[src/rtl/seq_mult.sv]
`default_nettype none
// ============================================================================
//  Module   : seq_mult (with helper seq_mult_rca)
//  Purpose  : Sequential unsigned shift-add multiplier. One partial-product
//             step per clock; a W x W multiply takes W RUN cycles followed by
//             a single DONE cycle, during which a new start may be accepted.
//  Revision : 1.0 - initial release
// ============================================================================

// ----------------------------------------------------------------------------
//  seq_mult_rca : W-bit ripple-carry adder/subtractor used for the partial
//  product accumulation. When i_sub is high the second operand is inverted
//  and a carry-in is forced, giving i_x - i_y.
// ----------------------------------------------------------------------------
module seq_mult_rca #(
    parameter int W = 8
) (
    input  logic [W-1:0] i_x,
    input  logic [W-1:0] i_y,
    input  logic         i_cin,
    input  logic         i_sub,
    output logic [W-1:0] o_sum,
    output logic         o_cout
);

    // Carry ripples LSB to MSB through a chain of full adders.
    always_comb begin
        logic w_c;
        logic w_yb;
        o_sum = '0;
        w_c   = i_cin | i_sub;
        for (int i = 0; i < W; i++) begin
            w_yb     = i_y[i] ^ i_sub;
            o_sum[i] = i_x[i] ^ w_yb ^ w_c;
            w_c      = (i_x[i] & w_yb) | (w_c & (i_x[i] ^ w_yb));
        end
        o_cout = w_c;
    end

endmodule

// ----------------------------------------------------------------------------
//  seq_mult : top level.
// ----------------------------------------------------------------------------
module seq_mult #(
    parameter  int S = 3,
    localparam int W = 2 ** S
) (
    input  logic           clk,
    input  logic           rst_n,
    input  logic           start,
    input  logic [W-1:0]   a,
    input  logic [W-1:0]   b,
    output logic           ready,
    output logic           busy,
    output logic           done,
    output logic [2*W-1:0] p
);

    // State encoding; the fourth code is unreachable and recovers to idle.
    localparam logic [1:0] c_IDLE = 2'd0;
    localparam logic [1:0] c_RUN  = 2'd1;
    localparam logic [1:0] c_DONE = 2'd2;

    // Counter value of the final shift-add step (counter is S+1 bits so it
    // could represent W, but it stops at W-1 and never wraps).
    localparam logic [S:0] c_LAST_STEP = (S + 1)'(W - 1);

    logic [1:0]     r_state;
    logic [1:0]     w_state_nxt;

    logic [W-1:0]   r_mcand;    // latched multiplicand
    logic [W-1:0]   r_acc_hi;   // upper half of the accumulator
    logic [W-1:0]   r_acc_lo;   // lower half: multiplier bits, replaced by product bits
    logic [S:0]     r_cnt;      // step counter
    logic [2*W-1:0] r_p;        // registered product

    logic           w_accept;   // a start is taken on this edge
    logic           w_last;     // current RUN step is the final one
    logic           w_add_en;   // multiplier LSB selects an add this step
    logic [W-1:0]   w_sum;
    logic           w_cout;
    logic           w_carry;
    logic [W-1:0]   w_hi_pre;
    logic [W-1:0]   w_hi_nxt;
    logic [W-1:0]   w_lo_nxt;

    assign w_accept = ((r_state == c_IDLE) || (r_state == c_DONE)) && start;
    assign w_last   = (r_cnt == c_LAST_STEP);
    assign w_add_en = r_acc_lo[0];

    // The adder always adds; the step logic below decides whether to use it.
    seq_mult_rca #(
        .W (W)
    ) u_rca (
        .i_x    (r_acc_hi),
        .i_y    (r_mcand),
        .i_cin  (1'b0),
        .i_sub  (1'b0),
        .o_sum  (w_sum),
        .o_cout (w_cout)
    );

    // One shift-add step: conditional add into the high half, then shift the
    // 2W+1-bit {carry, hi, lo} right by one so the carry is never dropped.
    always_comb begin
        w_carry  = 1'b0;
        w_hi_pre = r_acc_hi;
        if (w_add_en) begin
            w_carry  = w_cout;
            w_hi_pre = w_sum;
        end
        w_hi_nxt = {w_carry, w_hi_pre[W-1:1]};
        w_lo_nxt = {w_hi_pre[0], r_acc_lo[W-1:1]};
    end

    // State register with asynchronous abort on reset.
    always_ff @(posedge clk or negedge rst_n) begin
        if (!rst_n) begin
            r_state <= c_IDLE;
        end else begin
            r_state <= w_state_nxt;
        end
    end

    // Next-state decode: W RUN cycles per operation, DONE lasts one cycle.
    always_comb begin
        w_state_nxt = r_state;
        case (r_state)
            c_IDLE:  w_state_nxt = start ? c_RUN : c_IDLE;
            c_RUN:   w_state_nxt = w_last ? c_DONE : c_RUN;
            c_DONE:  w_state_nxt = start ? c_RUN : c_IDLE;
            default: w_state_nxt = c_IDLE;
        endcase
    end

    // Status outputs come straight from the state register, no input paths.
    always_comb begin
        ready = 1'b0;
        busy  = 1'b0;
        done  = 1'b0;
        case (r_state)
            c_IDLE:  ready = 1'b1;
            c_RUN:   busy  = 1'b1;
            c_DONE: begin
                ready = 1'b1;
                done  = 1'b1;
            end
            default: ready = 1'b0;
        endcase
    end

    // Operand latch, accumulator stepping, counter and result capture.
    always_ff @(posedge clk or negedge rst_n) begin
        if (!rst_n) begin
            r_mcand  <= '0;
            r_acc_hi <= '0;
            r_acc_lo <= '0;
            r_cnt    <= '0;
            r_p      <= '0;
        end else if (w_accept) begin
            r_mcand  <= a;
            r_acc_hi <= '0;
            r_acc_lo <= b;
            r_cnt    <= '0;
        end else if (r_state == c_RUN) begin
            r_acc_hi <= w_hi_nxt;
            r_acc_lo <= w_lo_nxt;
            if (w_last) begin
                // Capture the post-step value so the final step is included.
                r_p <= {w_hi_nxt, w_lo_nxt};
            end else begin
                r_cnt <= r_cnt + 1'b1;
            end
        end
    end

    assign p = r_p;

endmodule
`default_nettype wire

[config.mk]
export PLATFORM = sky130hd
export DESIGN_NAME = seq_mult
export DESIGN_NICKNAME = d
export VERILOG_FILES = /design/src/rtl/seq_mult.sv
export SDC_FILE = /design/constraint.sdc
export NUM_CORES = 1
export LEC_CHECK = 0
export CORE_ASPECT_RATIO = 0.8
export CORE_MARGIN = 3
export CORE_UTILIZATION = 30
export CTS_BUF_LIST = sky130_fd_sc_hd__clkbuf_8
export DETAILED_ROUTE_END_ITERATION = 6
export SETUP_SLACK_MARGIN = 0.5
export SYNTH_ARGS = -nofsm -noshare
export SYNTH_HDL_FRONTEND = slang
export SYNTH_SLANG_ARGS = --single-unit
[constraint.sdc]
create_clock -name clk -period 4.6 [get_ports clk]
set_input_delay 0.69 -clock clk [delete_from_list [all_inputs] [get_ports clk]]
set_output_delay 0.69 -clock clk [all_outputs]
set_load 0.01 [all_outputs]
-- Word-level counts from Yosys, hierarchy flattened
Index checks and enable logic that the tools add are counted.
W data, S select, Z words.
- register bits after elaboration: 46
- latch bits: 0
- memory bits (writable): 0
- ROM bits: 0
- input bits: 19
- output and inout bits: 19
- word-level logic and storage cells: 71
- memories: 0
- add/subtract/negate cells: 1
- $mul: 0
- div/mod/pow operators: 0
- magnitude comparators: 0
- equality and inequality tests: 4
- shift operators: 0
- muxes and demuxes: 15
- bitwise logic cells: 38
- reductions and logical operators: 7
- operator list (cell ; number):
    $mux W8 ; 5
    $and A1 B1 Y1 ; 15
    $xor A1 B1 Y1 ; 15
    $mux W4 ; 3
    $or A1 B1 Y1 ; 7
    $mux W1 ; 5
    $add A4 B1 Y4 const B ; 1
    $eq A4 B3 Y1 const B ; 1
    $pmux W2 S2 ; 1
    $reduce_and A3 Y1 ; 1
    $eq A2 B1 Y1 const B ; 1
    $eq A2 B2 Y1 const B ; 1
    $logic_not A2 Y1 ; 1
    $mux W2 ; 1
    $ne A2 B2 Y1 const B ; 1
    $reduce_and A2 Y1 ; 1
    $reduce_bool A2 Y1 ; 1
    $reduce_or A2 Y1 ; 1
    $logic_and A1 B1 Y1 ; 1
    $logic_or A1 B1 Y1 ; 1
    $not A1 Y1 ; 1

-- Depth between registers and ports, before layout
- word-level depth: 18
- depth in mapped cells: 12
- depth with buffers taken out: 12

-- Modules after synthesis
A second synthesis with hierarchy kept.
- cells, all modules: 194
- area, all modules: 2263.4 µm²
- modules (own cells, without submodules) (module ; instances ; cells an instance ; area an instance (µm²) ; sequential area each (µm²)):
    seq_mult ; 1 ; 162 ; 1963.1 ; 1151.1
    seq_mult_rca ; 1 ; 32 ; 300.3 ; 0.0

-- Worst setup path before layout
Ideal clock, no wire load.
- path type: reg-to-reg
- start point: register r_acc_hi[0]
- end point: register r_p[14], in the netlist p[14]
- library setup time: 125 ps
- arrival: 3314 ps
- required time: 4475 ps
- slack: 1161 ps
- cell stages (with the launch flop): 13
- buffers on the path: 0
- clock period less this slack: 3439 ps
- cell sequence: dfrtp_1 > ha_1 > inv_1 > fa_1 > fa_1 > fa_1 > fa_1 > inv_1 > fa_1 > fa_1 > fa_1 > mux2_2 > mux2_4
- word-level cells in the longest chain between the ends: 15
- RTL lines (item ; line ; RTL):
    from (decl) ; 73 ; logic [W-1:0] r_acc_hi;
    from (signal assigned) ; 167 ; r_acc_hi <= w_hi_nxt;
    $and A1 B1 Y1 (2 in series) ; 35 ; w_c = (i_x[i] & w_yb) | (w_c & (i_x[i] ^ w_yb));
    $or A1 B1 Y1 ; 35 ;
    $and A1 B1 Y1 ; 35 ;
    $or A1 B1 Y1 ; 35 ;
    $and A1 B1 Y1 ; 35 ;
    $or A1 B1 Y1 ; 35 ;
    $and A1 B1 Y1 ; 35 ;
    $or A1 B1 Y1 ; 35 ;
    $and A1 B1 Y1 ; 35 ;
    $or A1 B1 Y1 ; 35 ;
    $and A1 B1 Y1 ; 35 ;
    $or A1 B1 Y1 ; 35 ;
    $xor A1 B1 Y1 ; 34 ; o_sum[i] = i_x[i] ^ w_yb ^ w_c;
    $mux W8 ; 109 ; if (w_add_en) begin
    to (signal assigned) ; 171 ; r_p <= {w_hi_nxt, w_lo_nxt};
    to (decl) ; 76 ; logic [2*W-1:0] r_p;
No other way between the ends.
A chain may end at the register's enable or synchronous reset.

-- Worst setup path after layout
Ends and elaborated chain as after synthesis.

==> results by group <==
Flow run
  • Max Cap Viol: 0

Synth
  • Synth cell count leaders: 46 x dfrtp_1, 28 x nand2_1, 12 x inv_1
  • Asr flop ratio synth: 100%
  • Gate count of the mapped netlist: 181
  • Syn Area/Cell: 11.9 sq um
  • Mapped Nets: 209
  • Netlist cell types: 34
  • Flops & latches, synth: 46
  • Yosys top cell by area: dfrtp_1
  • Post-synth EDFFs: 0
  • Ys flop type: dfrtp_1
  • Yosys warns: 0
  • Synth top area share: 53.5%
  • Sequential fraction of the synthesis area: 53.5%
  • Netlist Area Pre-Place: 2150 sq um
  • Most frequent cell after synthesis: dfrtp_1
  • Largest cells by area after synthesis: dfrtp_1 54%, fa_1 6.5%, mux2_4 6.3%, mux2_2 5.8%, nand2_1 4.9%

Die
  • DIE AREA: 8230 sq um
  • # IOs: 38
  • Die width: 101 um
  • Starting Density: 32.3%
  • FP Rows: 26
  • Die H: 81.7 um
  • Core Area: 6670 sq um

Detailed routing
  • Detailed Route WL: 4090 um
  • Final ANT Viol Nets: 0
  • Avg WL per Cell: 13.6 um
  • Number of remaining DRC errors: 0
  • Vias per cell: 4.60
  • First-pass iteration count of the detailed router: 4
  • Vias: 1,381
  • Initial DRC count: 61

Clocking
  • Worst skew pair latency: 0.30 ns
  • CTS tree: done
  • Post-CTS setup buffer count: 0
  • # H-tree levels: 2
  • Clock-pin slew on the worst setup and hold paths: 0.08 ns
  • CTS Sinks: 46
  • CTS max path bufs: 2
  • Post-cts gate resize count: 0
  • CTS buffer count: 5
  • Clk root buf: clkbuf_8
  • CTS Hold Buffers Added: 0

Finish
  • Number of fillers in the final layout: 646
  • Area Overhead vs Synth: 22.6%
  • # diodes: 0
  • Nets@finish: 244
  • Area of the multi-input gates: 883 sq um
  • Fin area: 2640 sq um
  • Register area: 1150 sq um
  • Post-Route Utilization: 39.5%
  • Share of layout cells above drive strength 1: 14.4%

Power and ir drop
  • Sw frac: 36.4%
  • Switch Pwr: 0.000678 W
  • P per Cell Area: 707 nW/um^2
  • Internal Power: 0.00119 W
  • Worst vdd ir: 188 uV
  • P_leak: 1.22 nW
  • Clk pwr share: 12.4%
  • Flop pwr share: 39.8%
  • Comb power frac: 47.7%
  • Final Power: 0.00187 W

Critical path
  • Crit. path cell count: 12
  • Most frequent CP cell: fa_1
  • Largest delay share family, worst path: adder cells
  • WS Path Type: reg2reg
  • Critical path fanouts, max: 3
  • WP buf/inv: 2
  • Critical-path top delay cell: fa_1
  • Critical Path AT: 3.74 ns
  • CP peak stage delay: 0.41 ns
  • Required time worst endpoint: 4.78 ns
  • Reg2Reg Depth: 12
  • CP Capture Type: flip-flop
  • Crit path cell chain: ha_1, inv_1, fa_1, fa_1, fa_1, fa_1, inv_1, fa_1, fa_1, fa_1, mux2_2, mux2_4
  • CP Launch Type: flip-flop

Min path
  • Hold depth: 2
  • Hold Path Class: reg2reg

Placement
  • DP Area: 2560 sq um
  • HPWL after DPL: 2810 um
  • # port buffers: 37
  • Place WS: 1.05 ns
  • Routability cong.: 0.710

Timing
  • Final-report setup violation count: 0
  • Worst rel slew slack: 32.6%
  • Minimum clock period: 3.56 ns
  • Final worst-path cycle share: 77.4%
  • Fmax: 0.281 GHz
  • Final Max Slew Viols: 0
  • Setup tns final: 0 ns
  • Unrepaired setup endpoints after global routing: no
  • Least-Margin Pin Slew: 1.01 ns
  • Clock Skew: 0.00759 ns
  • Final hold violations: 0
  • Fin worst setup slack: 1.04 ns

Outcome
  • Outcome: completed

Global route
  • Vias in the first global route: 1,397
  • Grt ovf: 0
  • Largest net degree at the start of global routing: 47
  • First-pass GRT wire length: 6960 um
  • Gr usage total: 10.9%
  • Initial antenna violation count: 0
[kinds of logic after synthesis]
family                     count (synthesis)  share of synthesized area [%]
adders and majority gates                  9                           7.68
buffers and inverters                     23                           5.41
and+or+nand+nor                           53                           11.2
DFF                                       46                           53.5
AOI/OAI and AO/OA                         28                           9.25
muxes                                     22                           13.0
[placed cells by master (no fill, tap or decap), types with 2 or more instances in the layout]
cell / synthesis / final
and3_1: 2 / 2
nor2b_1: 3 / 3
ha_1: 2 / 2
mux2_2: 11 / 11
nor2_1: 9 / 9
mux2_4: 9 / 9
o21ai_0: 4 / 4
a22o_1: 8 / 8
nand3_1: 4 / 4
clkdlybuf4s50_1: 0 / 36
mux2i_1: 2 / 2
nand2_1: 28 / 28
fa_1: 7 / 7
inv_1: 12 / 14
a31oi_1: 3 / 3
dfrtp_1: 46 / 46
a22oi_1: 3 / 3
a21oi_1: 5 / 5
clkbuf_8: 0 / 5
[routing by layer]
metal | share of wire [%] | routed length, um | up-vias | global-route usage, %
met2 | 45 | 1860 | 18 | 17.1
li1 | - | - | 684 | -
met1 | 49 | 2000 | 674 | 14.3
met3 | 3.9 | 160 | 5 | 3.40
met5 | 0 | 0 | - | 0
met4 | 1.7 | 71 | 0 | 4.04
[power by group through the flow]
stage / clock (W) / sequential (W) / combinational, W
6_report: 0.000232 / 0.000743 / 0.000890
5_1_grt: 0.000258 / 0.000777 / 0.00100
4_1_cts: 0.000239 / 0.000746 / 0.000910
3_3_place_gp: 0 / 0.000750 / 0.000892
3_5_place_dp: 0 / 0.000752 / 0.000908
2_1_floorplan: 0 / 0.000742 / 0.000617
[worst min-delay path, cell delays in order, from the launching register on]
cell and delay, ns:
dfrtp_1 0.37, nand2_1 0.05, nand2_1 0.06
[stage by stage]
| step | hold slack (ns) | instances |
|---|---|---|
| final | 0.505 | 300 |
| after global routing | 0.524 | 300 |
| after CTS | 0.505 | 300 |
| after detailed placement | 0.485 | 293 |
| after global placement | 0.470 | 293 |
| after floorplan | 0.394 | 181 |
[final cells by class]
type | instances | area share, %
inverter | 13 | 1.85
clock inverter | 2 | 0.285
multi-input combinational | 112 | 33.5
sequential | 46 | 43.6
tap | 84 | 3.98
timing repair buffer | 38 | 14.1
clock buffer | 5 | 2.61
[final timing paths]
path                        startpoint           to  slack, ns
setup / recovery           r_acc_hi[0]        p[14]       1.04
hold / removal              r_mcand[0]   r_mcand[0]       0.51
setup reg to reg           r_acc_hi[0]        p[14]       1.04
hold reg to reg             r_mcand[0]   r_mcand[0]       0.51
max in group asynchronous        rst_n  r_acc_lo[2]       3.42
min in group asynchronous        rst_n     r_cnt[3]       0.57
[state kept, by name, summed over array words and instances, names as in the netlist]
signal / flops
r_state: 2
r_acc_lo: 8
r_acc_hi: 8
r_mcand: 8
r_cnt: 4
p: 16
(Power assumes the default switching activity.)
